==> src/rtl/ccu_clear_seq.sv <==
// rtl/ccu_clear_seq.sv - clear-gate sequencer: arms on r2/s2 orders, opens per-tank
// active-low clear gates for CLR_CYCLES minor cycles, then issues one end pulse.
module ccu_clear_seq #(
  parameter int NUM_TANKS  = 3,
  parameter int CLR_CYCLES = 1,
  parameter int CNT_W      = 4
) (
  input  logic                 clk,
  input  logic                 rst_n,
  input  logic                 ev_d0,
  input  logic                 odd_d0,
  input  logic                 r2,
  input  logic                 s2,
  input  logic                 c_store,
  input  logic                 c_load,
  input  logic                 retain,
  input  logic [NUM_TANKS-1:0] clr_sel,
  output logic [NUM_TANKS-1:0] g_clr_neg,
  output logic                 g_any_neg,
  output logic                 ep_clear,
  output logic                 ep_retain,
  output logic                 busy,
  output logic                 overrun
);

  typedef enum logic [1:0] {S_IDLE, S_ARMED, S_CLEAR} state_t;

  state_t               state_q, state_d;
  logic [CNT_W-1:0]     cnt_q, cnt_d;
  logic [NUM_TANKS-1:0] sel_q, sel_d;
  logic                 ret_q, ret_d;
  logic                 ovr_q, ovr_d;
  logic                 ep_clear_q, ep_clear_d;
  logic                 ep_retain_q, ep_retain_d;
  logic [NUM_TANKS-1:0] g_clr_neg_q;
  logic                 g_any_neg_q;
  logic                 busy_q;
  logic                 arm;

  assign arm = (r2 & c_store) | (s2 & c_load);

  always_comb begin
    state_d     = state_q;
    cnt_d       = cnt_q;
    sel_d       = sel_q;
    ret_d       = ret_q;
    ovr_d       = ovr_q | (arm & (state_q != S_IDLE));
    ep_clear_d  = 1'b0;
    ep_retain_d = 1'b0;
    case (state_q)
      S_IDLE: begin
        if (arm) begin
          state_d = S_ARMED;
          ret_d   = retain;
          sel_d   = retain ? '0 : clr_sel;
        end
      end
      S_ARMED: begin
        // odd_d0 wins over a coincident ev_d0 here: the window only starts now
        if (odd_d0) begin
          state_d = S_CLEAR;
          cnt_d   = CNT_W'(CLR_CYCLES);
        end
      end
      S_CLEAR: begin
        if (ev_d0) begin
          if (cnt_q != '0) cnt_d = cnt_q - 1'b1;
          if (cnt_q <= CNT_W'(1)) begin
            state_d     = S_IDLE;
            ep_retain_d = ret_q;
            ep_clear_d  = ~ret_q;
          end
        end
      end
      default: state_d = S_IDLE;
    endcase
  end

  // Gate/busy outputs are flopped from next-state so they align with state_q
  always_ff @(posedge clk or negedge rst_n) begin
    if (!rst_n) begin
      state_q     <= S_IDLE;
      cnt_q       <= '0;
      sel_q       <= '0;
      ret_q       <= 1'b0;
      ovr_q       <= 1'b0;
      ep_clear_q  <= 1'b0;
      ep_retain_q <= 1'b0;
      g_clr_neg_q <= '1;
      g_any_neg_q <= 1'b1;
      busy_q      <= 1'b0;
    end else begin
      state_q     <= state_d;
      cnt_q       <= cnt_d;
      sel_q       <= sel_d;
      ret_q       <= ret_d;
      ovr_q       <= ovr_d;
      ep_clear_q  <= ep_clear_d;
      ep_retain_q <= ep_retain_d;
      g_clr_neg_q <= ~(sel_d & {NUM_TANKS{state_d == S_CLEAR}});
      g_any_neg_q <= ~(state_d == S_CLEAR);
      busy_q      <= (state_d != S_IDLE);
    end
  end

  assign g_clr_neg = g_clr_neg_q;
  assign g_any_neg = g_any_neg_q;
  assign ep_clear  = ep_clear_q;
  assign ep_retain = ep_retain_q;
  assign busy      = busy_q;
  assign overrun   = ovr_q;

endmodule

==> config.mk <==
export PLATFORM = sky130hd
export DESIGN_NAME = ccu_clear_seq
export DESIGN_NICKNAME = d
export VERILOG_FILES = /design/src/rtl/ccu_clear_seq.sv
export SDC_FILE = /design/constraint.sdc
export NUM_CORES = 1
export LEC_CHECK = 0
export BUFFER_PORTS_ARGS = -buffer_cell sky130_fd_sc_hd__buf_2
export CAP_MARGIN = 20
export CELL_PAD_IN_SITES_DETAIL_PLACEMENT = 1
export CELL_PAD_IN_SITES_GLOBAL_PLACEMENT = 1
export CORE_MARGIN = 5
export CORE_UTILIZATION = 39
export CTS_CLUSTER_DIAMETER = 200
export DETAILED_ROUTE_END_ITERATION = 6
export PLACE_DENSITY_LB_ADDON = 0.1
export SYNTH_ARGS = -nofsm -noshare
export SYNTH_HDL_FRONTEND = slang
export SYNTH_SLANG_ARGS = --single-unit
==> constraint.sdc <==
create_clock -name clk -period 1.9 [get_ports clk]
set_input_delay 0.19 -clock clk [delete_from_list [all_inputs] [get_ports clk]]
set_output_delay 0.19 -clock clk [all_outputs]
set_load 0.05 [all_outputs]
======== Yosys cells after proc, flatten, opt, wreduce, memory -nomap -nowiden ========
Cells that the tools add are included.
storage, ports and cells
  register bits after elaboration ......... 18
  output and inout bits ................... 8
  word-level logic and storage cells ...... 52
cells by class
  $add $sub $neg .......................... 1
  equality and inequality tests ........... 6
  muxes and demuxes ....................... 18
  $lt $le $gt $ge ......................... 1
  reductions and logical operators ........ 7
  bitwise operators ....................... 9
operators by type and width
  cell                                                            count
  2-to-1 mux 4 bit                                                3
  2-to-1 mux 3 bit                                                3
  2-to-1 mux 2 bit                                                4
  case mux 4 bit (2 select lines)                                 1
  2-to-1 mux 1 bit                                                6
  inequality test 2 bit, second input constant                    3
  case mux 2 bit (3 select lines)                                 1
  nonzero test 2 bit                                              3
  equality test 2 bit, second input constant                      2
  less-or-equal comparator 4 x 1 -> 1 bit, second input constant  1
  AND reduction 4 bit                                             1
  nonzero test 4 bit                                              1
  subtractor 4 x 1 -> 4 bit, second input constant                1
  bitwise AND 1 bit                                               3
  bitwise AND 3 bit                                               1
  NOT 3 bit                                                       1
  equality test 2 x 1 -> 1 bit, second input constant             1
  zero test 2 bit                                                 1
  NOT 1 bit                                                       2
  OR 1 bit                                                        2
  AND reduction 2 bit                                             1

======== Logic depth before layout (Yosys ltp) ========
  word-level depth ........................ 7
  gate-level depth with buffers ........... 5

======== Least setup slack after synthesis ========
Ideal clock, no wire load.
  path kind ............................... reg-to-reg
  start ................................... register cnt_q[0]
  end ..................................... register cnt_q[1]
  path slack .............................. 0.332 ns
  period minus slack after synthesis ...... 1.568 ns
  cell stages (with the launch flop) ...... 6
  required time ........................... 1.772 ns
  data arrival time ....................... 1.441 ns
  setup time .............................. 0.128 ns
  cell sequence ........................... dfrtp_1 inv_1 ha_1 or3b_4 a21oi_4 mux2_1
on the way
  word-level cells in the longest chain between the ends .. 4
  elaborated cells on any way between the ends .. 7
  classes of those cells .................. add/sub (1); eq/ne (1); mux (3); reduce/logical (2)
RTL lines
  what                             RTL line  text
  start, declared                  29        logic [CNT_W-1:0] cnt_q, cnt_d;
  start signal, assigned           94        cnt_q <= cnt_d;
  subtractor 4 x 1 -> 4 bit        67        if (cnt_q != '0) cnt_d = cnt_q - 1'b1;
  2-to-1 mux 4 bit                 67
  2-to-1 mux 4 bit                 66        if (ev_d0) begin
  case mux 4 bit (2 select lines)  50        case (state_q)
Parallel ways exist; a longest one is shown, timed or not. The select of a mux whose other input is x is not followed.
A chain may end at the register's enable or synchronous reset.

======== Worst setup path in the final report ========
Ends and elaborated chain as after synthesis.

==> metrics.txt <==
Post-Place Setup Slack 227 ps; Slew Viols, Final 0; most used flip-flop cell after synthesis dfrtp_1; Final Setup Violations 0; Synth Cell Area 831 um2; Vias/cell 5.27; Core Area 0.00200 mm2; Hold WS 92.1 ps; Die Y 56.2 um; initial antenna violation count 0; total wire length 1870 um; Worst Hold Class primary input to flip-flop; Startpoint Class flip-flop; die area 0.00315 mm2; worst-path fanout max 4; DRC violations left 0; first-pass GRT wire length 3330 um; Initial DRC Count 6; syn nets 85; outcome complete, no violations; R2R Setup Slk 220 ps; clk sink count 18; GRT overflow 0; VDD IR max 0.743 mV; num rows 16; dpl cells 116; # IOs 20; max_cap viols 0; H-tree Lvls 1; setup TNS 0 ps; PnR worst setup slack 221 ps; Synth Instances 70; RD Place Congestion 0.677; post-CTS setup buffer count 0; fmax 596 MHz; via count 638; share of layout cells above drive strength 1 33.0%; Total Power 1.47 mW; non-filler cells in the finished layout 121; sequential area share after synthesis 54.8%; number of synthesized flops with an enable pin 0; placed wire-length estimate 1440 um; slew margin rel. 73.0%; Longest Clk Path Bufs 2; root buffer cell clkbuf_4; async set-reset flop share out of synthesis 100%; Synth Warn # 0; Syn-to-layout area delta 19.9%; Final Net Count 110; final critical-path required period 1680 ps; cts bufs inserted 3; CTS tree built; # diodes 0; Arrival @ worst endpoint 1870 ps; unrepaired setup endpoints after global routing no; Multi-input gate area 368 um2; Starting Density 41.5%; largest net degree at the start of global routing 19; leakage power 0.475 nW; Tightest Pin Transition 405 ps; Avg Synthesized Cell Area 11.9 um2; Pre-Repair DR Iteration Count 2; fillers 242; clock latency on the worst-skew pair 300 ps; Distinct cells, synth 32; Antenna Nets Post-Route 0; Port Buffers 19; All-Layer GR Usage 13.7%; final hold violation count 0; register area 455 um2; period utilization 88.4%; crit end category flip-flop; Power Density 1470 mW/mm2; clock skew 1.18 ps; Die W 56.2 um; CTS clk-pin slew, worst paths 100 ps; vias in the first global route 686; wire length per cell 15.5 um; Crit path required time 2090 ps; Setup CP Type flip-flop to flip-flop; Seq cells post-synth 18
-- cell usage in the layout, fill, tap and decap left out, types with 3 or more instances in the layout --
master    instances
o21ai_0           4
nand2_1           6
dfstp_2           4
buf_2            19
nor2_1            5
dfrtp_1          14
ha_1              3
nand4b_1          3
clkbuf_4          3
-- power by group --
part,leakage (nW),total (mW),switching [mW],internal (mW)
sequential,0.217,0.632,0.100,0.532
combinational,0.242,0.628,0.408,0.221
clock,0.0150,0.204,0.122,0.0820
total,0.475,1.47,0.630,0.835
-- critical path: stages, from the launching register on --
cell and delay (ps):
dfrtp_1 420, inv_1 120, ha_1 150, or3b_4 400, a21oi_4 150, mux2_1 330
-- sequential cells by signal, indices dropped and copies added (netlist names) --
| signal | flops |
|---|---|
| busy | 1 |
| ret_q | 1 |
| g_any_neg | 1 |
| cnt_q | 4 |
| g_clr_neg | 3 |
| sel_q | 3 |
| ep_retain | 1 |
| ep_clear | 1 |
| overrun | 1 |
| state_q | 2 |
-- cell usage after synthesis, types with 3 or more instances --
cell / instances / area, um2
dfrtp_1: 14 / 350
nand2_1: 6 / 22.5
o21ai_0: 4 / 20.0
nor2_1: 5 / 18.8
nand4b_1: 3 / 26.3
dfstp_2: 4 / 105
ha_1: 3 / 37.5
-- repair_timing --
item,in CTS,in global routing
gates resized for setup,0,0
hold endpoints to repair,14,0
hold buffers,1,0
-- per-layer routing --
metal	GRT usage [%]	vias up	part of all wire [%]
met5	0	-	0
met4	6.10	0	2.1
met3	5.10	5	6.4
met2	22.2	17	48
met1	16.1	313	43
li1	-	303	-
-- stage by stage --
stage          utilization, %  cell area [um2]
6_report                 49.8              996
5_1_grt                  49.8              996
3_5_place_dp             47.9              960
2_1_floorplan               -              831
3_3_place_gp             47.9              960
4_1_cts                  49.8              996
-- layout make-up --
type | instances | share of cell area, %
inverter | 2 | 0.754
sequential | 18 | 45.7
clock buffer | 4 | 2.64
multi-input combinational | 50 | 36.9
tap | 27 | 3.39
timing repair buffer | 20 | 10.6
-- path summary, 6_finish.rpt --
| check | startpoint | end | depth (start not counted) |
|---|---|---|---|
| max in group asynchronous | rst_n | g_clr_neg[2]$_DFF_PN1_ | 2 |
| worst max register to register | cnt_q[0]$_DFFE_PN0P_ | cnt_q[1]$_DFFE_PN0P_ | 5 |
| worst max-delay path | cnt_q[0]$_DFFE_PN0P_ | cnt_q[1]$_DFFE_PN0P_ | 5 |
| min in group asynchronous | rst_n | ret_q$_DFFE_PN0P_ | 2 |
| worst min-delay path | odd_d0 | state_q[0]$_DFF_PN0_ | 2 |
| worst min register to register | overrun$_DFF_PN0_ | overrun$_DFF_PN0_ | 1 |
-- kinds of logic after synthesis --
family	after synthesis	share of synthesized area (%)
compound gates	15	14.3
simple gates	28	20.3
fa+ha+maj	3	4.52
flops	18	54.8
mux	4	5.12
buf+inv	2	0.904
Note: power is estimated with default switching activity, not from simulation.
